### src/rtl/cpubus_pkg.sv
// Shared encodings for the cache CPU-bus arbiter: FSM states and transaction type.
package cpubus_pkg;

  typedef enum logic [1:0] {
    S_IDLE  = 2'd0,
    S_ISSUE = 2'd1,
    S_WAIT  = 2'd2,
    S_RESP  = 2'd3
  } state_t;

  localparam logic TR_READ  = 1'b0;
  localparam logic TR_WRITE = 1'b1;

endpackage

### src/rtl/rr_picker.sv
// Combinational round-robin selector: the first valid requester after i_last wins.
module rr_picker #(
  parameter int NUM_REQ = 2,
  parameter int IDX_W   = (NUM_REQ > 1) ? $clog2(NUM_REQ) : 1
) (
  input  logic [NUM_REQ-1:0] i_req,
  input  logic [IDX_W-1:0]   i_last,
  output logic [IDX_W-1:0]   o_grant,
  output logic               o_any
);

  int w_last;
  int w_dist;
  int w_best;

  // Distance from the slot after i_last, wrapping; smallest distance among valid requesters wins.
  always_comb begin
    o_grant = '0;
    o_any   = 1'b0;
    w_last  = int'(i_last);
    w_dist  = 0;
    w_best  = NUM_REQ;
    for (int i = 0; i < NUM_REQ; i++) begin
      w_dist = (i > w_last) ? (i - w_last - 1) : (i + NUM_REQ - w_last - 1);
      if (i_req[i] && (w_dist < w_best)) begin
        w_best  = w_dist;
        o_grant = IDX_W'(i);
        o_any   = 1'b1;
      end
    end
  end

endmodule

### src/rtl/cpubus_arbiter.sv
// Round-robin arbiter/sequencer for the cache go/done CPU bus.
// Optional done watchdog enabled by defining CPUBUS_ARB_TIMEOUT_EN.
module cpubus_arbiter
  import cpubus_pkg::*;
#(
  parameter int NUM_REQ        = 2,
  parameter int ADDR_W         = 16,
  parameter int DATA_W         = 16,
  parameter int TIMEOUT_CYCLES = 255
) (
  input  logic                      clk,
  input  logic                      rst,
  input  logic [NUM_REQ-1:0]        req_valid,
  input  logic [NUM_REQ-1:0]        req_write,
  input  logic [NUM_REQ*ADDR_W-1:0] req_addr,
  input  logic [NUM_REQ*DATA_W-1:0] req_wdata,
  output logic [NUM_REQ-1:0]        req_done,
  output logic [DATA_W-1:0]         req_rdata,
  output logic [NUM_REQ-1:0]        req_error,
  output logic                      transaction_req,
  output logic [ADDR_W-1:0]         cpubus_address,
  output logic [DATA_W-1:0]         cpubus_data,
  output logic                      go,
  input  logic                      done,
  input  logic [DATA_W-1:0]         cpubus_data_reg
);

  localparam int IDX_W = $clog2(NUM_REQ);

  state_t             r_state;
  state_t             w_state_nxt;
  logic [IDX_W-1:0]   r_grant;
  logic [IDX_W-1:0]   r_last_grant;
  logic [IDX_W-1:0]   w_pick;
  logic               w_any;
  logic               w_sel_write;
  logic [ADDR_W-1:0]  w_sel_addr;
  logic [DATA_W-1:0]  w_sel_wdata;
  logic               w_timeout;
  logic               r_err;

  rr_picker #(.NUM_REQ(NUM_REQ), .IDX_W(IDX_W)) u_picker (
    .i_req   (req_valid),
    .i_last  (r_last_grant),
    .o_grant (w_pick),
    .o_any   (w_any)
  );

  always_comb begin
    w_sel_write = 1'b0;
    w_sel_addr  = '0;
    w_sel_wdata = '0;
    for (int i = 0; i < NUM_REQ; i++) begin
      if (w_pick == IDX_W'(i)) begin
        w_sel_write = req_write[i];
        w_sel_addr  = req_addr[i*ADDR_W +: ADDR_W];
        w_sel_wdata = req_wdata[i*DATA_W +: DATA_W];
      end
    end
  end

`ifdef CPUBUS_ARB_TIMEOUT_EN
  localparam int CNT_W = $clog2(TIMEOUT_CYCLES + 1);
  logic [CNT_W-1:0] r_cnt;

  // Counter is zero on every WAIT entry because it is held clear outside WAIT.
  always_ff @(posedge clk or negedge rst) begin
    if (!rst) begin
      r_cnt <= '0;
    end else if (r_state != S_WAIT) begin
      r_cnt <= '0;
    end else if (!done) begin
      r_cnt <= r_cnt + CNT_W'(1);
    end
  end

  assign w_timeout = (r_state == S_WAIT) && !done &&
                     (r_cnt == CNT_W'(TIMEOUT_CYCLES - 1));
`else
  // Watchdog absent: WAIT lasts until done.
  assign w_timeout = (TIMEOUT_CYCLES < 0);
`endif

  always_ff @(posedge clk or negedge rst) begin
    if (!rst) begin
      r_state <= S_IDLE;
    end else begin
      r_state <= w_state_nxt;
    end
  end

  always_comb begin
    w_state_nxt = r_state;
    go          = 1'b0;
    case (r_state)
      S_IDLE:  if (w_any) w_state_nxt = S_ISSUE;
      S_ISSUE: begin
        go          = 1'b1;
        w_state_nxt = S_WAIT;
      end
      S_WAIT:  if (done || w_timeout) w_state_nxt = S_RESP;
      S_RESP:  w_state_nxt = S_IDLE;
      default: w_state_nxt = S_IDLE;
    endcase
  end

  always_ff @(posedge clk or negedge rst) begin
    if (!rst) begin
      r_grant         <= '0;
      r_last_grant    <= IDX_W'(NUM_REQ - 1);
      transaction_req <= TR_READ;
      cpubus_address  <= '0;
      cpubus_data     <= '0;
      req_rdata       <= '0;
      r_err           <= 1'b0;
    end else begin
      if ((r_state == S_IDLE) && w_any) begin
        r_grant         <= w_pick;
        transaction_req <= w_sel_write;
        cpubus_address  <= w_sel_addr;
        cpubus_data     <= w_sel_wdata;
        r_err           <= 1'b0;
      end
      if ((r_state == S_WAIT) && done && (transaction_req == TR_READ)) begin
        req_rdata <= cpubus_data_reg;
      end
      if (w_timeout) begin
        r_err <= 1'b1;
      end
      if (r_state == S_RESP) begin
        r_last_grant <= r_grant;
      end
    end
  end

  always_comb begin
    req_done  = '0;
    req_error = '0;
    for (int i = 0; i < NUM_REQ; i++) begin
      if ((r_state == S_RESP) && (r_grant == IDX_W'(i))) begin
        req_done[i]  = 1'b1;
        req_error[i] = r_err;
      end
    end
  end

endmodule

### config.mk
export PLATFORM = sky130hd
export DESIGN_NAME = cpubus_arbiter
export DESIGN_NICKNAME = d
export VERILOG_FILES = /design/src/rtl/cpubus_pkg.sv /design/src/rtl/rr_picker.sv /design/src/rtl/cpubus_arbiter.sv
export SDC_FILE = /design/constraint.sdc
export NUM_CORES = 1
export LEC_CHECK = 0
export BUFFER_PORTS_ARGS = -buffer_cell sky130_fd_sc_hd__buf_2
export CAP_MARGIN = 40
export CELL_PAD_IN_SITES_DETAIL_PLACEMENT = 1
export CELL_PAD_IN_SITES_GLOBAL_PLACEMENT = 2
export CORE_MARGIN = 3
export CORE_UTILIZATION = 27
export CTS_BUF_LIST = sky130_fd_sc_hd__clkbuf_4 sky130_fd_sc_hd__clkbuf_8
export CTS_CLUSTER_SIZE = 24
export DETAILED_ROUTE_END_ITERATION = 16
export MAX_ROUTING_LAYER = met4
export PLACE_DENSITY_LB_ADDON = 0.1
export REMOVE_ABC_BUFFERS = 1
export SKIP_LAST_GASP = 1
export SLEW_MARGIN = 20
export SYNTH_ARGS = -nofsm -noshare
export SYNTH_HDL_FRONTEND = slang
export SYNTH_SLANG_ARGS = --single-unit
### constraint.sdc
create_clock -name clk -period 2.8 [get_ports clk]
set_input_delay 0.28 -clock clk [delete_from_list [all_inputs] [get_ports clk]]
set_output_delay 0.28 -clock clk [all_outputs]
set_load 0.02 [all_outputs]
Yosys cells after proc, flatten, opt, wreduce, memory -nomap -nowiden
Cells that the tools add are included.

storage, ports and cells
  register bits after elaboration = 53
  input port bits = 87
  logic and storage cells = 46

cells by class
  add/subtract/negate cells = 6
  order comparisons = 3
  equality and inequality tests = 5
  muxes and demuxes = 14
  bitwise gates (word level) = 2
  reduce and logical (&&, ||, !) cells = 9

operators by type and width
  kind                                                 number
  subtractor 32 x 2 -> 32 bit, second input constant   3
  two-way mux 32 bit                                   2
  < comparator 32 x 3 -> 1 bit, second input constant  1
  < comparator 32 bit                                  1
  two-way mux 16 bit                                   2
  one-hot mux 2 bit (4 select lines)                   1
  logical AND 1 bit                                    7
  two-way mux 1 bit                                    7
  subtractor 2 x 1 -> 3 bit, first input constant      2
  equality test 2 bit, second input constant           2
  two-way mux 2 bit                                    2
  != test 2 bit, second input constant                 2
  equality test 2 x 1 -> 1 bit, second input constant  1
  zero test 2 bit                                      1
  inverter 1 bit                                       2
  AND reduction 2 bit                                  1
  subtractor 1 x 1 -> 2 bit, first input constant      1
  > comparator 1 bit, first input constant             1

Depth between registers and ports, before layout
  depth after elaboration = 10
  depth in mapped cells = 6
  gate-level depth less buffers = 5

Cells and area by module
Synthesis repeated with hierarchy kept, for this count alone.

second synthesis, totals
  cells, all modules = 203
  area, all modules = 2,461.1 um^2

modules (own cells, without submodules)
  module          times used  cells an instance  area each (um^2)
  cpubus_arbiter  1           201                2,447.3
  rr_picker       1           2                  13.8

Worst setup path before layout
Ideal clock, no wire load.

  path type = register to register
  from = register r_state[0]
  to = register req_rdata[10]
  library setup time = 0.125 ns
  arrival = 1.361 ns
  data required time = 2.675 ns
  path slack = 1.315 ns
  stages on the path, launching flop included = 6
  path buffers = 1
  period minus slack after synthesis = 1.485 ns
  cell sequence = dfrtp_1 -> inv_1 -> ha_1 -> nand3b_4 -> buf_2 -> mux2_2

on the way
  cells in the longest elaborated chain, start to end = 3

RTL lines
  item                            line                   source
  start, declared                 cpubus_arbiter.sv:30   state_t r_state;
  start signal, assigned          cpubus_arbiter.sv:88   r_state <= w_state_nxt;
  equality test 2 bit             cpubus_arbiter.sv:124  if ((r_state == S_WAIT) && done && (transaction_req == TR_READ)) begin
  logical AND 1 bit (2 in a row)  cpubus_arbiter.sv:124
  end signal, assigned            cpubus_arbiter.sv:125  req_rdata <= cpubus_data_reg;
  end, declared                   cpubus_arbiter.sv:18   output logic [DATA_W-1:0] req_rdata,

Every way passes these cells.
A chain may end at the register's enable or synchronous reset.

Final worst setup path
  from = register r_state[0]
  to = register cpubus_address[10]

on the way
  cells in the longest elaborated chain, start to end = 2

RTL lines
  item                  line                   source
  zero test 2 bit       cpubus_arbiter.sv:117  if ((r_state == S_IDLE) && w_any) begin
  logical AND 1 bit     cpubus_arbiter.sv:117
  end signal, assigned  cpubus_arbiter.sv:120  cpubus_address <= w_sel_addr;
  end, declared         cpubus_arbiter.sv:21   output logic [ADDR_W-1:0] cpubus_address,

Every way passes these cells.

==> reports/results.txt <==
Clk_lat worst skew -> 0.31 ns
Row count -> 34
CP Data Required Time -> 3.03 ns
Height of the die -> 101 µm
Fmax -> 580 MHz
Setup TNS Final -> 0 ns
Tcrit/Tclk final -> 61.6%
Worst setup margin -> 1.07 ns
Finished Cell Area -> 0.00330 mm²
Top-area cell type share of the netlist area -> 52.9%
GRT Util Overall -> 14.6%
Post-placement cell area -> 0.00320 mm²
Netlist cell types -> 23
Vias post-DR -> 2224
Crit-path cells -> inv_1 -> ha_1 -> o21ai_2 -> buf_4 -> a21oi_1 -> a21oi_1
CTS Hold Buffers Added -> 0
Vias in the first global route -> 2260
# placed instances -> 474
Status -> complete, no violations
Arrival @ worst endpoint -> 1.95 ns
Global placement routability congestion -> 0.694
Hold Crit Class -> in2async
Syn-to-layout area delta -> 34.3%
Non-filler cells, final -> 483
GRT overflow -> 0
Peak VDD IR -> 0.312 mV
Syn Inst Count -> 239
Num CTS Buffers -> 5
Root Driver -> clkbuf_8
PortBufs -> 138
LEAKAGE -> 1.67 nW
Post-cts sizing count -> 0
Final hold violations -> 0
Router iterations before antenna repair -> 2
# Post-CTS Setup Buffers -> 0
PwrDens -> 1150 mW/mm²
Setup Slack @ Placement -> 1.07 ns
TritonCTS clock tree -> yes
Worst-Margin Slew -> 0.718 ns
Synth area leaders -> dfrtp_1, a21oi_1, mux2_2
Largest net degree at the start of global routing -> 54
Initial Utilization -> 27.9%
CTS sink cnt -> 53
Worst path max stage delay -> 0.41 ns
Rel. slew slack -> 52.1%
Die area -> 0.0103 mm²
H-tree Lvls -> 2
Number of register bits inferred by synthesis -> 53
Crit-path slowest cell -> dfrtp_1
Via density -> 4.60
Post-Route WL -> 7.35 mm
Layout cells sized above 1 -> 48.9%
Avg Synthesized Cell Area -> 10.3 µm²
Mapped Area -> 0.00246 mm²
Kind of critical path -> reg2reg
Sequential area share after synthesis -> 53.9%
RSZ-0062 raised after global routing -> false
Clock-pin slew on the worst setup and hold paths -> 0.09 ns
Max Cap Viol -> 0
Max Slew Vio Count -> 0
Std-Cell Core Area -> 0.00881 mm²
Routed length per placed instance -> 15.2 µm
Final worst clock skew -> 0.00841 ns
Synth warnings -> 0
Fin nets -> 465
Area leader, netlist -> dfrtp_1
Post-DP HPWL -> 5.35 mm
CP max FO -> 23
Num ports -> 141
Fillers -> 1056
DRT antenna net count -> 0
# DRC -> 0
Initial antenna violation count -> 1
Crit path capture type -> register
First-pass GRT wire length -> 11.4 mm
Most used cell, CP -> a21oi_1
Final setup violation count -> 0
Final Critical Period -> 1.73 ns
Die width -> 101 µm
Crit start category -> register
Iter 0 DRT Violations -> 37
Clock buffer depth -> 2
[critical path, delay by kind of cell (launching register included)]
family	cells	cell delay, ns
adder cells (fa/ha/maj)	1	0.25
buffers and inverters	2	0.49
AO/OA/AOI/OAI	3	0.49
flip-flops	1	0.41
[layer usage]
| metal | share of wire (%) | global-route usage, % |
|---|---|---|
| met1 | 46 | 18.5 |
| met3 | 7.4 | 4.13 |
| met4 | 0.54 | 3.07 |
| met2 | 46 | 23.4 |
| met5 | 0 | - |
[layout by cell type (no fill, tap or decap), types with 2 or more instances in the layout]
| cell | count |
|---|---|
| mux2_2 | 18 |
| a21oi_2 | 10 |
| conb_1 | 2 |
| ha_1 | 5 |
| dfrtp_1 | 52 |
| buf_2 | 138 |
| clkbuf_8 | 6 |
| buf_4 | 3 |
| nor2_1 | 33 |
| nand2_1 | 33 |
| inv_1 | 3 |
| a21oi_1 | 57 |
| clkbuf_4 | 2 |
[synth_stat cells, drive strengths merged]
| library cell | instances |
|---|---|
| ha | 5 |
| a21bo | 1 |
| dfrtp | 52 |
| o21ai | 1 |
| o32a | 1 |
| nor2b | 1 |
| a21oi | 67 |
| o21a | 1 |
| buf | 16 |
| nand3b | 1 |
| a21boi | 1 |
| a22o | 1 |
| dfstp | 1 |
| nor2 | 33 |
| nor3b | 1 |
| inv | 3 |
| and2 | 1 |
| nand2 | 33 |
| conb | 1 |
| mux2 | 18 |
[power breakdown]
part | switching [mW] | total [mW] | leakage (nW) | internal (mW)
sequential | 0.207 | 1.37 | 0.607 | 1.16
combinational | 1.20 | 1.94 | 1.01 | 0.743
clock | 0.250 | 0.472 | 0.0523 | 0.222
total | 1.66 | 3.78 | 1.67 | 2.13
[final cells by class]
cell class / count / area, µm² / share of cell area (%)
Sequential cell: 53 / 1330 / 40.2
Multi-Input combinational cell: 168 / 997 / 30.2
Timing Repair Buffer: 142 / 733 / 22.2
Tap cell: 108 / 135 / 4.09
Clock buffer: 8 / 97.6 / 2.95
Inverter: 3 / 11.3 / 0.341
Antenna cell: 1 / 2.50 / 0.0757
[kinds of logic (layout without fill, tap and decap cells)]
| kind of cell | after synthesis | count (layout) | synth area share (%) |
|---|---|---|---|
| compound gates | 73 | 73 | 17.7 |
| simple gates | 70 | 70 | 11.7 |
| flops | 53 | 53 | 53.9 |
| buf+inv | 19 | 153 | 5.69 |
| mux | 18 | 18 | 8.24 |
| fa+ha+maj | 5 | 5 | 2.54 |
| other cells | 1 | 3 | 0.152 |
[stage by stage]
step | total power, mW | hold slack, ns | utilization [%]
CTS | 3.86 | 0.131 | 37.5
floorplan | 2.62 | -0.0156 | -
detailed placement | 3.37 | 0.467 | 36.4
global placement | 3.33 | 0.476 | 36.4
global route | 4.09 | 0.143 | 37.5
finish | 3.78 | 0.0996 | 37.5
[worst paths after layout]
check                                               from                        endpoint  slack [ns]  cells after the start
worst max-delay path              r_state[0]$_DFFE_PN0P_  cpubus_address[10]$_DFFE_PN0P_        1.07                      6
worst min-delay path                                 rst        req_rdata[1]$_DFFE_PN0P_         0.1                      2
worst max register to register    r_state[0]$_DFFE_PN0P_  cpubus_address[10]$_DFFE_PN0P_        1.07                      6
worst min register to register  req_rdata[5]$_DFFE_PN0P_        req_rdata[5]$_DFFE_PN0P_        0.51                      1
max in group asynchronous                            rst   cpubus_address[9]$_DFFE_PN0P_        2.23                      2
min in group clk                           req_wdata[10]     cpubus_data[10]$_DFFE_PN0P_        0.19                      3
No activity file was read; power rests on OpenSTA's default activity.
